`src/rtl/sad_pkg.sv`:
```
//------------------------------------------------------------------------------
// Module      : sad_pkg
// Description : Shared types and sizing helpers for the multi-lane SAD engine.
// Revision    : 1.0 - initial release
//------------------------------------------------------------------------------
`default_nettype none

package sad_pkg;

  // Block controller states
  typedef enum logic [1:0] {
    IDLE  = 2'd0,
    ACCUM = 2'd1,
    DRAIN = 2'd2,
    DONE  = 2'd3
  } sad_state_e;

  // Number of input beats that make up one block
  function automatic int sad_beats(input int block_len, input int lanes);
    return block_len / lanes;
  endfunction

  // Width of the per-beat adder tree result
  function automatic int sad_tree_w(input int data_w, input int lanes);
    return data_w + $clog2(lanes);
  endfunction

endpackage

`default_nettype wire

```
`src/rtl/sad_multi_if.sv`:
```
//------------------------------------------------------------------------------
// Module      : sad_multi_if
// Description : Sample stream, control and result bundle of the SAD engine.
// Revision    : 1.0 - initial release
//------------------------------------------------------------------------------
`default_nettype none

interface sad_multi_if #(
  parameter int DATA_W = 8,
  parameter int LANES  = 4,
  parameter int OUT_W  = 32,
  parameter int IDX_W  = 8
);
  logic                      start_i;
  logic                      clear_best_i;
  logic                      valid_i;
  logic                      ready_o;
  logic [LANES*DATA_W-1:0]   dta_i;
  logic [LANES*DATA_W-1:0]   dtb_i;
  logic                      busy_o;
  logic                      done_o;
  logic [OUT_W-1:0]          dt_o;
  logic [OUT_W-1:0]          best_o;
  logic [IDX_W-1:0]          best_idx_o;

  // Pixel fetch side: drives samples and control, observes results
  modport master (
    output start_i, clear_best_i, valid_i, dta_i, dtb_i,
    input  ready_o, busy_o, done_o, dt_o, best_o, best_idx_o
  );

  // SAD engine side
  modport slave (
    input  start_i, clear_best_i, valid_i, dta_i, dtb_i,
    output ready_o, busy_o, done_o, dt_o, best_o, best_idx_o
  );
endinterface

`default_nettype wire

```
`src/rtl/sad_absdiff_tree.sv`:
```
//------------------------------------------------------------------------------
// Module      : sad_absdiff_tree
// Description : Per-lane absolute differences and a balanced adder tree that
//               reduces a (registered) vector of differences to one sum.
// Revision    : 1.0 - initial release
//------------------------------------------------------------------------------
`default_nettype none

module sad_absdiff_tree
  import sad_pkg::*;
#(
  parameter int DATA_W = 8,
  parameter int LANES  = 4
) (
  input  logic [LANES*DATA_W-1:0]            a,
  input  logic [LANES*DATA_W-1:0]            b,
  output logic [LANES*DATA_W-1:0]            diff,
  input  logic [LANES*DATA_W-1:0]            diff_q,
  output logic [DATA_W+$clog2(LANES)-1:0]    sum
);

  localparam int TREE_W = sad_tree_w(DATA_W, LANES);

  // Compare-then-subtract keeps every difference inside DATA_W bits
  for (genvar k = 0; k < LANES; k++) begin : g_lane
    logic [DATA_W-1:0] a_k;
    logic [DATA_W-1:0] b_k;
    assign a_k = a[k*DATA_W +: DATA_W];
    assign b_k = b[k*DATA_W +: DATA_W];
    assign diff[k*DATA_W +: DATA_W] = (a_k >= b_k) ? (a_k - b_k) : (b_k - a_k);
  end

  logic [TREE_W-1:0] node [LANES];

  // Pairwise reduction: each pass halves the live nodes, giving log2(LANES) levels
  always_comb begin
    for (int i = 0; i < LANES; i++) begin
      node[i] = TREE_W'(diff_q[i*DATA_W +: DATA_W]);
    end
    for (int step = 1; step < LANES; step = step * 2) begin
      for (int i = 0; i < LANES; i = i + 2 * step) begin
        node[i] = node[i] + node[i+step];
      end
    end
    sum = node[0];
  end

endmodule

`default_nettype wire

```
`src/rtl/sad_multi.sv`:
```
//------------------------------------------------------------------------------
// Module      : sad_multi
// Description : Multi-lane sum-of-absolute-differences engine with a two-stage
//               pipeline and minimum-SAD tracking across consecutive blocks.
// Revision    : 1.0 - initial release
//------------------------------------------------------------------------------
`default_nettype none

module sad_multi
  import sad_pkg::*;
#(
  parameter int DATA_W    = 8,
  parameter int LANES     = 4,
  parameter int BLOCK_LEN = 256,
  parameter int OUT_W     = 32,
  parameter int IDX_W     = 8
) (
  input  logic         clk_i,
  input  logic         rst_i,
  sad_multi_if.slave   bus
);

  localparam int BEATS  = sad_beats(BLOCK_LEN, LANES);
  localparam int TREE_W = sad_tree_w(DATA_W, LANES);
  localparam int CNT_W  = (BEATS > 1) ? $clog2(BEATS) : 1;
  localparam logic [CNT_W-1:0] LAST_BEAT = CNT_W'(BEATS - 1);
  localparam logic [OUT_W-1:0] ALL_ONES  = '1;

  if (OUT_W < DATA_W + $clog2(BLOCK_LEN)) begin : g_chk_out_w
    $error("sad_multi: OUT_W too narrow for DATA_W and BLOCK_LEN");
  end
  if (LANES < 1 || (LANES & (LANES - 1)) != 0) begin : g_chk_lanes
    $error("sad_multi: LANES must be a power of two");
  end
  if (BLOCK_LEN % LANES != 0) begin : g_chk_block
    $error("sad_multi: BLOCK_LEN must be a multiple of LANES");
  end

  sad_state_e              state;
  logic [CNT_W-1:0]        beat_cnt;
  logic                    drain_cnt;
  logic                    ready;
  logic                    busy;
  logic                    done;
  logic                    accept;
  logic                    s1_valid;
  logic [LANES*DATA_W-1:0] s1_diff;
  logic [LANES*DATA_W-1:0] diff;
  logic [TREE_W-1:0]       tree_sum;
  logic [OUT_W-1:0]        acc;
  logic [OUT_W-1:0]        dt;
  logic [OUT_W-1:0]        best;
  logic [IDX_W-1:0]        best_idx;
  logic [IDX_W-1:0]        blk_idx;
  logic                    first_blk;

  assign accept = bus.valid_i && ready;

  sad_absdiff_tree #(
    .DATA_W (DATA_W),
    .LANES  (LANES)
  ) u_tree (
    .a      (bus.dta_i),
    .b      (bus.dtb_i),
    .diff   (diff),
    .diff_q (s1_diff),
    .sum    (tree_sum)
  );

  // Block controller with registered handshake/status outputs
  always_ff @(posedge clk_i) begin
    if (rst_i) begin
      state     <= IDLE;
      ready     <= 1'b0;
      busy      <= 1'b0;
      done      <= 1'b0;
      beat_cnt  <= '0;
      drain_cnt <= 1'b0;
    end else begin
      done <= 1'b0;
      case (state)
        IDLE: begin
          if (bus.start_i) begin
            state    <= ACCUM;
            ready    <= 1'b1;
            busy     <= 1'b1;
            beat_cnt <= '0;
          end
        end
        ACCUM: begin
          if (accept) begin
            if (beat_cnt == LAST_BEAT) begin
              state     <= DRAIN;
              ready     <= 1'b0;
              beat_cnt  <= '0;
              drain_cnt <= 1'b0;
            end else begin
              beat_cnt <= beat_cnt + 1'b1;
            end
          end
        end
        DRAIN: begin
          // Two cycles: one for the diff register, one for the accumulator
          if (drain_cnt) begin
            state <= DONE;
            busy  <= 1'b0;
            done  <= 1'b1;
          end else begin
            drain_cnt <= 1'b1;
          end
        end
        DONE: begin
          state <= IDLE;
        end
        default: begin
          state <= IDLE;
        end
      endcase
    end
  end

  // Stage 1 captures lane differences, stage 2 folds the tree sum into acc
  always_ff @(posedge clk_i) begin
    if (rst_i) begin
      s1_valid <= 1'b0;
      s1_diff  <= '0;
      acc      <= '0;
    end else begin
      s1_valid <= accept;
      if (accept) begin
        s1_diff <= diff;
      end
      if (state == IDLE && bus.start_i) begin
        acc <= '0;
      end else if (s1_valid) begin
        acc <= acc + OUT_W'(tree_sum);
      end
    end
  end

  // Result capture and minimum tracking; a clear in DONE still records the block
  always_ff @(posedge clk_i) begin
    if (rst_i) begin
      dt        <= '0;
      best      <= ALL_ONES;
      best_idx  <= '0;
      blk_idx   <= '0;
      first_blk <= 1'b1;
    end else begin
      if (state == DRAIN && drain_cnt) begin
        dt <= acc;
      end
      if (state == DONE) begin
        if (bus.clear_best_i) begin
          best      <= dt;
          best_idx  <= '0;
          blk_idx   <= IDX_W'(1);
          first_blk <= 1'b0;
        end else begin
          if (first_blk || dt < best) begin
            best     <= dt;
            best_idx <= blk_idx;
          end
          blk_idx   <= blk_idx + 1'b1;
          first_blk <= 1'b0;
        end
      end else if (bus.clear_best_i) begin
        best      <= ALL_ONES;
        blk_idx   <= '0;
        first_blk <= 1'b1;
      end
    end
  end

  assign bus.ready_o    = ready;
  assign bus.busy_o     = busy;
  assign bus.done_o     = done;
  assign bus.dt_o       = dt;
  assign bus.best_o     = best;
  assign bus.best_idx_o = best_idx;

endmodule

`default_nettype wire

```
`src/flat_wrapper.sv`:
```
// flat-port wrapper written by rule: the top's interface ports become plain ports
module sad_multi_flat import sad_pkg::*;
#(
  parameter int DATA_W    = 8,
  parameter int LANES     = 4,
  parameter int BLOCK_LEN = 256,
  parameter int OUT_W     = 32,
  parameter int IDX_W     = 8
)
  (clk_i, rst_i, bus_start_i, bus_clear_best_i, bus_valid_i, bus_dta_i, bus_dtb_i, bus_ready_o, bus_busy_o, bus_done_o, bus_dt_o, bus_best_o, bus_best_idx_o);
  sad_multi_if #(.DATA_W(DATA_W), .LANES(LANES), .OUT_W(OUT_W), .IDX_W(IDX_W)) bus_i ();
  input  logic clk_i;
  input  logic rst_i;
  input wire logic [$bits(bus_i.start_i)-1:0] bus_start_i;
  input wire logic [$bits(bus_i.clear_best_i)-1:0] bus_clear_best_i;
  input wire logic [$bits(bus_i.valid_i)-1:0] bus_valid_i;
  input wire logic [$bits(bus_i.dta_i)-1:0] bus_dta_i;
  input wire logic [$bits(bus_i.dtb_i)-1:0] bus_dtb_i;
  output wire logic [$bits(bus_i.ready_o)-1:0] bus_ready_o;
  output wire logic [$bits(bus_i.busy_o)-1:0] bus_busy_o;
  output wire logic [$bits(bus_i.done_o)-1:0] bus_done_o;
  output wire logic [$bits(bus_i.dt_o)-1:0] bus_dt_o;
  output wire logic [$bits(bus_i.best_o)-1:0] bus_best_o;
  output wire logic [$bits(bus_i.best_idx_o)-1:0] bus_best_idx_o;
  assign bus_i.start_i = bus_start_i;
  assign bus_i.clear_best_i = bus_clear_best_i;
  assign bus_i.valid_i = bus_valid_i;
  assign bus_i.dta_i = bus_dta_i;
  assign bus_i.dtb_i = bus_dtb_i;
  assign bus_ready_o = bus_i.ready_o;
  assign bus_busy_o = bus_i.busy_o;
  assign bus_done_o = bus_i.done_o;
  assign bus_dt_o = bus_i.dt_o;
  assign bus_best_o = bus_i.best_o;
  assign bus_best_idx_o = bus_i.best_idx_o;
  sad_multi #(.DATA_W(DATA_W), .LANES(LANES), .BLOCK_LEN(BLOCK_LEN), .OUT_W(OUT_W), .IDX_W(IDX_W)) u_core (.clk_i(clk_i), .rst_i(rst_i), .bus(bus_i));
endmodule
```
`config.mk`:
```
export PLATFORM = sky130hd
export DESIGN_NAME = sad_multi_flat
export DESIGN_NICKNAME = d
export VERILOG_FILES = /design/src/rtl/sad_pkg.sv /design/src/rtl/sad_multi_if.sv /design/src/rtl/sad_absdiff_tree.sv /design/src/rtl/sad_multi.sv /design/src/flat_wrapper.sv
export SDC_FILE = /design/constraint.sdc
export NUM_CORES = 1
export LEC_CHECK = 0
export CAP_MARGIN = 25
export CORE_MARGIN = 3
export CORE_UTILIZATION = 23
export DETAILED_ROUTE_END_ITERATION = 10
export SYNTH_ARGS = -nofsm -noshare
export SYNTH_HDL_FRONTEND = slang
export SYNTH_HIERARCHICAL = 1
export SYNTH_SLANG_ARGS = --single-unit
```
`constraint.sdc`:
```
create_clock -name clk_i -period 11.9 [get_ports clk_i]
set_clock_uncertainty 0.1 [all_clocks]
set_input_delay 1.19 -clock clk_i [delete_from_list [all_inputs] [get_ports clk_i]]
set_output_delay 1.19 -clock clk_i [all_outputs]
set_load 0.05 [all_outputs]
```
# == After elaboration in Yosys (flattened, before gate mapping) ==
# Index checks and enable logic that the tools add are counted.
# word_totals
ff_bits,158
inputBits,69
output_inout_bits,75
elab_cells,93
# op_classes
n_addsub,14
magnitude_cmp,5
n_eq_ne,8
mux,32
bitwise,1
reduce_logical,19
# op_table
op,n
two-way mux 32 bit,4
two-way mux 8 bit,9
subtractor 8 bit,8
adder 32 x 10 -> 32 bit,1
>= comparator 8 bit,4
< comparator 32 bit,1
adder 8 x 8 -> 9 bit,2
two-way mux 6 bit,3
case mux 6 bit (2 select lines),1
adder 9 x 9 -> 10 bit,1
nonzero test 2 bit,5
AND reduction 3 bit,3
adder 8 x 1 -> 8 bit (second input constant),1
two-way mux 2 bit,4
case mux 2 bit (4 select lines),1
AND reduction 4 bit,2
two-way mux 1 bit,7
adder 6 x 1 -> 6 bit (second input constant),1
== test 6 bit (second input constant),1
inequality test 2 x 1 -> 1 bit (second input constant),3
case mux 1 bit (2 select lines),3
== test 2 bit (second input constant),2
AND reduction 2 bit,2
OR reduction 2 bit,2
6 further kinds,8

# == Logic depth before layout (Yosys ltp) ==
# Gate-level depths: netlist (run 1).
# depth
word_depth,5
depth_mapped,23
ltp_nobuf,21

# == Hierarchy ==
# The synthesis (run 1) kept the hierarchy.
# by_module_without_submodules
module,n_inst,cells_per_inst,area_each_um2,seq_area_each_um2
sad_multi,1,816,7054.3,3163.0
sad_absdiff_tree,1,415,3314.4,0.0

# == Least setup slack after synthesis (run 1) ==
# No wires, ideal clock.
# synth_path
path_kind,register to register
from,register u_core.s1_diff[1]
to,register u_core.acc[26]
setup_time_ps,128
t_arrival_ps,4304
t_required_ps,11672
slack_ps,7368
path_stages_with_launch,23
path_buffers,2
synth_period_minus_slack_ps,4532
path_cell_list,dfxtp_1 -> inv_1 -> fa_1 -> inv_1 -> fa_1 -> ha_1 -> inv_1 -> fa_1 -> nor2b_1 -> o21ai_0 -> a21boi_0 -> nor2_1 -> ha_1 -> buf_2 -> nand3_1 -> o211ai_1 -> o41ai_1 -> o21bai_1 -> a21oi_1 -> buf_2 -> nor4_1 -> xnor2_1 -> nor2_1
# synth_between
elab_chain_cells,3
# synth_rtl
element,line,rtl
"start, declared",sad_multi.sv:47,logic [LANES*DATA_W-1:0] s1_diff;
"start signal, assigned",sad_multi.sv:131,s1_diff <= diff;
adder 8 x 8 -> 9 bit,sad_absdiff_tree.sv:42,node[i] = node[i] + node[i+step];
adder 9 x 9 -> 10 bit,sad_absdiff_tree.sv:42,
net u_core.tree_sum[5],sad_multi.sv:49,logic [TREE_W-1:0] tree_sum;
adder 32 x 10 -> 32 bit,sad_multi.sv:136,acc <= acc + OUT_W'(tree_sum);
"end signal, assigned",sad_multi.sv:136,
"end, declared",sad_multi.sv:50,logic [OUT_W-1:0] acc;
# The timed path passes the listed nets, and every way through them passes these cells.
# A chain may end at the register's enable or synchronous reset.

# == Worst setup path in the final report (run 1) ==
# layout_path
from,register u_core.s1_diff[1]
to,register u_core.acc[30]
# The elaborated chain is that of the path after synthesis.

==> flow_metrics.py, run 1 <==
metrics = {
    "run": {
        "maxCapViolCount": 0,
    },
    "logic_synthesis": {
        "synthCells": 1231,
        "synth.yosys.seq_area_share": 0.305,
        "synth_edf_count": 0,
        "syn_avg_cell_area_um2": 8.42,
        "syn-cell-area_um2": 10400,
        "synthTopCellsByArea": "dfxtp_1, ha_1, nand2_1",
        "yosysUniqueCellTypes": 58,
        "synth_ff_type": "dfxtp_1",
        "syn-num-nets": 1441,
        "ys_seq_elements": 158,
        "ys_warn_count": 6,
        "synth_area_leader_cell": "dfxtp_1",
        "async_reset_ff_frac": 0,
        "yosys.area.top_type_share": 0.305,
    },
    "timing": {
        "setup_violations": 0,
        "setup_tns_ns": 0,
        "drv_slew": 0,
        "slew_headroom": 0.263,
        "setup_slack_ns": 6.43,
        "finalCritPeriodShare": 0.460,
        "hold_violations": 0,
        "rsz0062_at_grt": "no",
        "fin_crit_ns": 5.47,
        "fmax_mhz": 183,
        "tightest_slew_ns": 1.11,
    },
    "setup_path": {
        "critPathRequiredTime_ns": 12.10,
        "crit_type": "reg2reg",
        "cp.arrival_ns": 5.67,
        "cpPeakStageDelay_ns": 0.88,
        "crit_chain": "inv_1, fa_1, inv_1, fa_1, ha_1, inv_1, fa_1, nor2b_1, o21ai_0, a21boi_0, nor2_1, ha_1, nand3_1, o211ai_1, o41ai_1, o21bai_1, a21oi_1, nor4_1, xnor2_1, nor2_1",
        "critPathLaunchType": "flop",
        "cp-end-kind": "flop",
        "path_max_fanout": 13,
        "crit_slowest_cell": "a21oi_1",
    },
    "grt": {
        "grt_use_total": 0.103,
        "grt_pass1_wl_um": 41100,
        "grt_overflow_total": 0,
        "grt_max_degree": 90,
        "grt_pass1_vias": 8584,
        "antenna_found_initial": 1,
    },
    "power_and_ir_drop": {
        "power_mw": 1.65,
        "irDropWorstVdd_v": 0.0000859,
        "p_leak_nw": 5.68,
        "powerDensity_nw_per_um2": 128,
    },
    "die": {
        "start_util": 0.233,
        "io_pins": 144,
        "fp.coreArea_um2": 44400,
        "die_w_um": 218,
        "die_area_um2": 47700,
        "die_h_um": 218,
        "rows": 77,
    },
    "outcome": {
        "status": "complete, no violations",
    },
    "clocking": {
        "ctsHoldBuffers": 0,
        "postCtsSetupBuffers": 0,
        "cts_max_level": 4,
        "numCtsBuffers": 17,
        "clockBufferDepth": 2,
        "root_buffer": "clkbuf_16",
        "cts-resized-gates": 0,
        "tritoncts": "done",
        "clock-sinks": 158,
        "clock_latency_ns": 0.43,
        "clkTransAtPathRegs_ns": 0.08,
    },
    "place": {
        "dp_hpwl_um": 19000,
        "port-buffer-count": 143,
        "preCtsSetupSlack_ns": 6.54,
        "gp_congestion": 0.864,
    },
    "cells_and_area": {
        "n_antenna_cell": 0,
        "multi_input_area_um2": 6400,
        "finalNetCount": 1553,
        "utilization": 0.290,
        "register_area_um2": 3160,
        "area_growth_pct": 24.4,
        "drive_above_1_share": 0.0435,
        "fill_cells": 4737,
    },
    "detailed_routing": {
        "drtIter0Drc": 413,
        "wl_per_cell_um": 12.5,
        "route.detailed.drc": 0,
        "wirelength_um": 24300,
        "antenna_left": 0,
        "vias": 8481,
        "viasPerCell": 4.35,
        "drtPass1Iterations": 5,
    },
    "worst_hold_path": {
        "hold_path_class": "reg2reg",
    },
}
-- cell families (layout without fill, tap and decap cells) --
family | count (synthesis) | count (layout) | share of synthesized area
simple gates | 349 | 349 | 0.152
compound gates | 275 | 275 | 0.178
buf+inv | 198 | 323 | 0.0783
flops | 158 | 158 | 0.305
fa+ha+maj | 141 | 141 | 0.188
xor+xnor | 65 | 65 | 0.0549
mux | 45 | 45 | 0.0434
-- power breakdown --
group	switching, mW	internal (mW)
logic	0.311	0.218
registers	0.0298	0.565
clock network	0.249	0.281
total	0.590	1.06
-- per-layer routing --
metal	wire, um	vias up	GRT usage	share of wire
met4	218	2	0.0250	0.0090
met5	13	-	0	0.00053
met3	975	18	0.0185	0.040
met2	11300	134	0.177	0.47
li1	-	4386	-	-
met1	11800	3941	0.135	0.48
-- layout by cell type (no fill, tap or decap), types with 9 or more instances in the layout --
master,Yosys,final
a211oi_1,11,11
a21o_1,28,28
a21oi_1,121,121
a31oi_1,17,17
and3_1,9,9
clkbuf_16,0,17
clkdlybuf4s50_1,0,142
dfxtp_1,158,158
fa_1,25,25
ha_1,116,116
inv_1,141,141
mux2i_1,45,45
nand2_1,171,171
nand3_1,11,11
nand3b_1,9,9
nand4_1,24,24
nor2_1,75,75
nor2b_1,13,13
nor3_1,9,9
o21ai_0,26,26
o22a_1,31,31
xnor2_1,29,29
xor2_1,36,36
-- worst paths after layout --
check	depth (start not counted)	slack [ns]	end	from
worst max-delay path	20	6.43	u_core/acc[30]$_SDFFE_PP0P_	u_core/s1_diff[1]$_SDFFE_PP0P_
worst min-delay path	2	0.36	u_core/s1_diff[6]$_SDFFE_PP0P_	u_core/s1_diff[6]$_SDFFE_PP0P_
worst max register to register	20	6.43	u_core/acc[30]$_SDFFE_PP0P_	u_core/s1_diff[1]$_SDFFE_PP0P_
worst min register to register	2	0.36	u_core/s1_diff[6]$_SDFFE_PP0P_	u_core/s1_diff[6]$_SDFFE_PP0P_
-- through the flow --
stage                     cells  hold WS (ns)  area, um^2
final                      1948         0.357       12900
after floorplan            1231         0.336       10400
after global placement     1914         0.346       12300
after detailed placement   1916         0.347       12300
after CTS                  1948         0.358       12900
after global routing       1948         0.378       12900
-- cells in the mapped netlist (13+ instances only) --
library cell	count
a31oi_1	17
mux2i_1	45
o21ai_0	26
xor2_1	36
dfxtp_1	158
o22a_1	31
fa_1	25
nand4_1	24
nand2_1	171
ha_1	116
a21oi_1	121
a21o_1	28
nor2b_1	13
clkbuf_1	36
xnor2_1	29
inv_1	141
nor2_1	75
-- sequential cells by signal (all words and copies together) (netlist names) --
| name | count |
|---|---|
| u_core/s1_valid | 1 |
| u_core/beat_cnt | 6 |
| u_core/bus.done_o | 1 |
| u_core/blk_idx | 8 |
| u_core/drain_cnt | 1 |
| u_core/first_blk | 1 |
| u_core/bus.busy_o | 1 |
| u_core/bus.best_o | 32 |
| u_core/state | 2 |
| u_core/bus.ready_o | 1 |
| u_core/acc | 32 |
| u_core/s1_diff | 32 |
| u_core/bus.dt_o | 32 |
| u_core/bus.best_idx_o | 8 |
-- layout make-up --
type,count,area share
inverter,141,0.0410
clock inverter,13,0.00921
timing repair buffer,150,0.117
clock buffer,19,0.0343
tap,592,0.0574
multi-input combinational,875,0.496
sequential,158,0.245
-- worst max-delay path: cells and delay by family (launching register included) --
kind / cells / cell delay [ns]
xor gates and xnor gates: 1 / 0.19
buffers and inverters: 3 / 0.17
adders and majority gates: 5 / 1.99
DFF: 1 / 0.34
and+or+nand+nor: 5 / 0.59
AOI/OAI and AO/OA: 6 / 1.94
Power figures use the tool's default switching activity.
==> run 2, diff against run 1 <==
==> constraint.sdc (replaced) <==
create_clock -name clk_i -period 4.6 [get_ports clk_i]
set_clock_uncertainty 0.1 [all_clocks]
set_input_delay 0.46 -clock clk_i [delete_from_list [all_inputs] [get_ports clk_i]]
set_output_delay 0.46 -clock clk_i [all_outputs]
set_load 0.05 [all_outputs]
==> flow_metrics.py, run 2 (synthesis results as in run 1) <==
metrics = {
    "outcome": {
        "status": "complete, no violations",
    },
    "worst_hold_path": {
        "hold_start": "u_core/s1_diff[1]$_SDFFE_PP0P_",
        "hold_path_class": "reg2reg",
    },
    "setup_path": {
        "crit_type": "reg2reg",
        "crit_chain": "inv_2, fa_1, inv_1, fa_1, ha_2, inv_2, fa_2, nor2b_2, o21ai_2, a21boi_2, nor2_1, ha_1, nand3_2, o211ai_1, o41ai_2, o21bai_1, a21oi_2, buf_6, nor3_1, xnor2_1, nor2_1",
        "cp_top_family": "adder cells",
        "cp-end-kind": "flop",
        "timing.rr.start": "u_core/s1_diff[17]$_SDFFE_PP0P_",
        "path_max_fanout": 7,
        "cp.arrival_ns": 4.76,
        "crit_slowest_cell": "fa_1",
        "cp_num_buf_inv": 4,
        "critPathRequiredTime_ns": 4.80,
        "critPathLaunchType": "flop",
        "crit_start": "u_core/s1_diff[17]$_SDFFE_PP0P_",
        "cpPeakStageDelay_ns": 0.53,
    },
    "die": {
        "die_h_um": 218,
        "io_pins": 144,
        "start_util": 0.233,
        "die_w_um": 218,
        "rows": 77,
        "die_area_um2": 47700,
        "fp.coreArea_um2": 44400,
    },
    "clocking": {
        "numCtsBuffers": 17,
        "clock-sinks": 158,
        "root_buffer": "clkbuf_16",
        "ctsHoldBuffers": 0,
        "tritoncts": "done",
        "clkTransAtPathRegs_ns": 0.08,
        "clock_latency_ns": 0.43,
        "cts_max_level": 4,
        "clockBufferDepth": 2,
    },
    "place": {
        "port-buffer-count": 143,
        "preCtsSetupSlack_ns": -0.143,
        "placed_cells": 1921,
        "dp_hpwl_um": 19100,
        "postPlaceCellArea_um2": 12400,
        "gp_congestion": 0.858,
    },
    "cells_and_area": {
        "final_cell_mix": "nand2_1, dfxtp_1, clkdlybuf4s50_1",
        "finalNetCount": 1562,
        "final_cells": 1957,
        "area_growth_pct": 25.9,
        "n_antenna_cell": 0,
        "drive_above_1_share": 0.0637,
        "utilization": 0.294,
        "final_common_cell": "nand2_1",
        "final_area_um2": 13100,
    },
    "timing": {
        "slew_headroom": 0.474,
        "hold_ws_ns": 0.358,
        "fin_crit_ns": 4.56,
        "tightest_slew_ns": 0.789,
        "finalCritPeriodShare": 0.990,
        "hold_violations": 0,
        "setup_slack_ns": 0.0439,
        "setup_violations": 0,
        "rsz0062_at_grt": "yes",
        "fmax_mhz": 219,
        "setup_tns_ns": 0,
        "drv_slew": 0,
    },
    "grt": {
        "grt_pass1_vias": 8415,
        "grt_overflow_total": 0,
        "grt_max_degree": 46,
        "grt_use_total": 0.103,
        "antenna_found_initial": 1,
        "grt_pass1_wl_um": 41000,
    },
    "detailed_routing": {
        "vias": 8644,
        "route.detailed.drc": 0,
        "viasPerCell": 4.42,
        "antenna_left": 0,
        "drtIter0Drc": 383,
        "wl_per_cell_um": 12.6,
        "drtPass1Iterations": 4,
        "wirelength_um": 24700,
    },
    "run": {
        "maxCapViolCount": 0,
    },
    "power_and_ir_drop": {
        "powerDensity_nw_per_um2": 329,
        "p_leak_nw": 5.78,
        "power_mw": 4.30,
        "irDropWorstVdd_v": 0.000225,
    },
}
## run 2: worst paths after layout
path / end / slack [ns] / cells after the start
worst max-delay path: u_core/acc[24]$_SDFFE_PP0P_ / 0.04 / 21
worst min-delay path: u_core/s1_diff[1]$_SDFFE_PP0P_ / 0.36 / 2
worst max register to register: u_core/acc[24]$_SDFFE_PP0P_ / 0.04 / 21
worst min register to register: u_core/s1_diff[1]$_SDFFE_PP0P_ / 0.36 / 2
## run 2: repair_timing
action                     in CTS  in global routing
pin swaps                       1                 21
buffers inserted                0                  2
gates cloned                    0                  1
setup endpoints to repair      11                 23
gates resized for setup         4                 24
## run 2: area by class of cell
class | instances | area, um^2
repair buffers | 159 | 1580
well taps | 592 | 741
flip-flops and latches | 158 | 3170
clock inverters | 14 | 126
clock buffers | 18 | 429
fillers | 4705 | 31400
inverters | 141 | 529
multi-input cells | 875 | 6480
## run 2: worst reg2reg max path, delay by kind of cell, from the launching register on
| kind | cells | cell delay [ns] |
|---|---|---|
| AO/OA/AOI/OAI | 6 | 1.20 |
| XOR/XNOR | 1 | 0.14 |
| adder cells (fa/ha/maj) | 5 | 1.89 |
| buffers and inverters | 4 | 0.30 |
| flip-flops | 1 | 0.34 |
| AND/OR/NAND/NOR | 5 | 0.43 |
## run 2: per-layer routing
metal / vias to the layer above / part of all wire / GRT usage
met2: 139 / 0.47 / 0.174
met1: 4084 / 0.48 / 0.136
met5: - / 0.00053 / 0
li1: 4401 / - / -
met3: 18 / 0.038 / 0.0204
met4: 2 / 0.011 / 0.0252
## run 2: report_power, final
group,internal [mW],switching (mW)
Clock,0.715,0.641
Sequential,1.46,0.0768
Combinational,0.588,0.818
Total,2.76,1.54
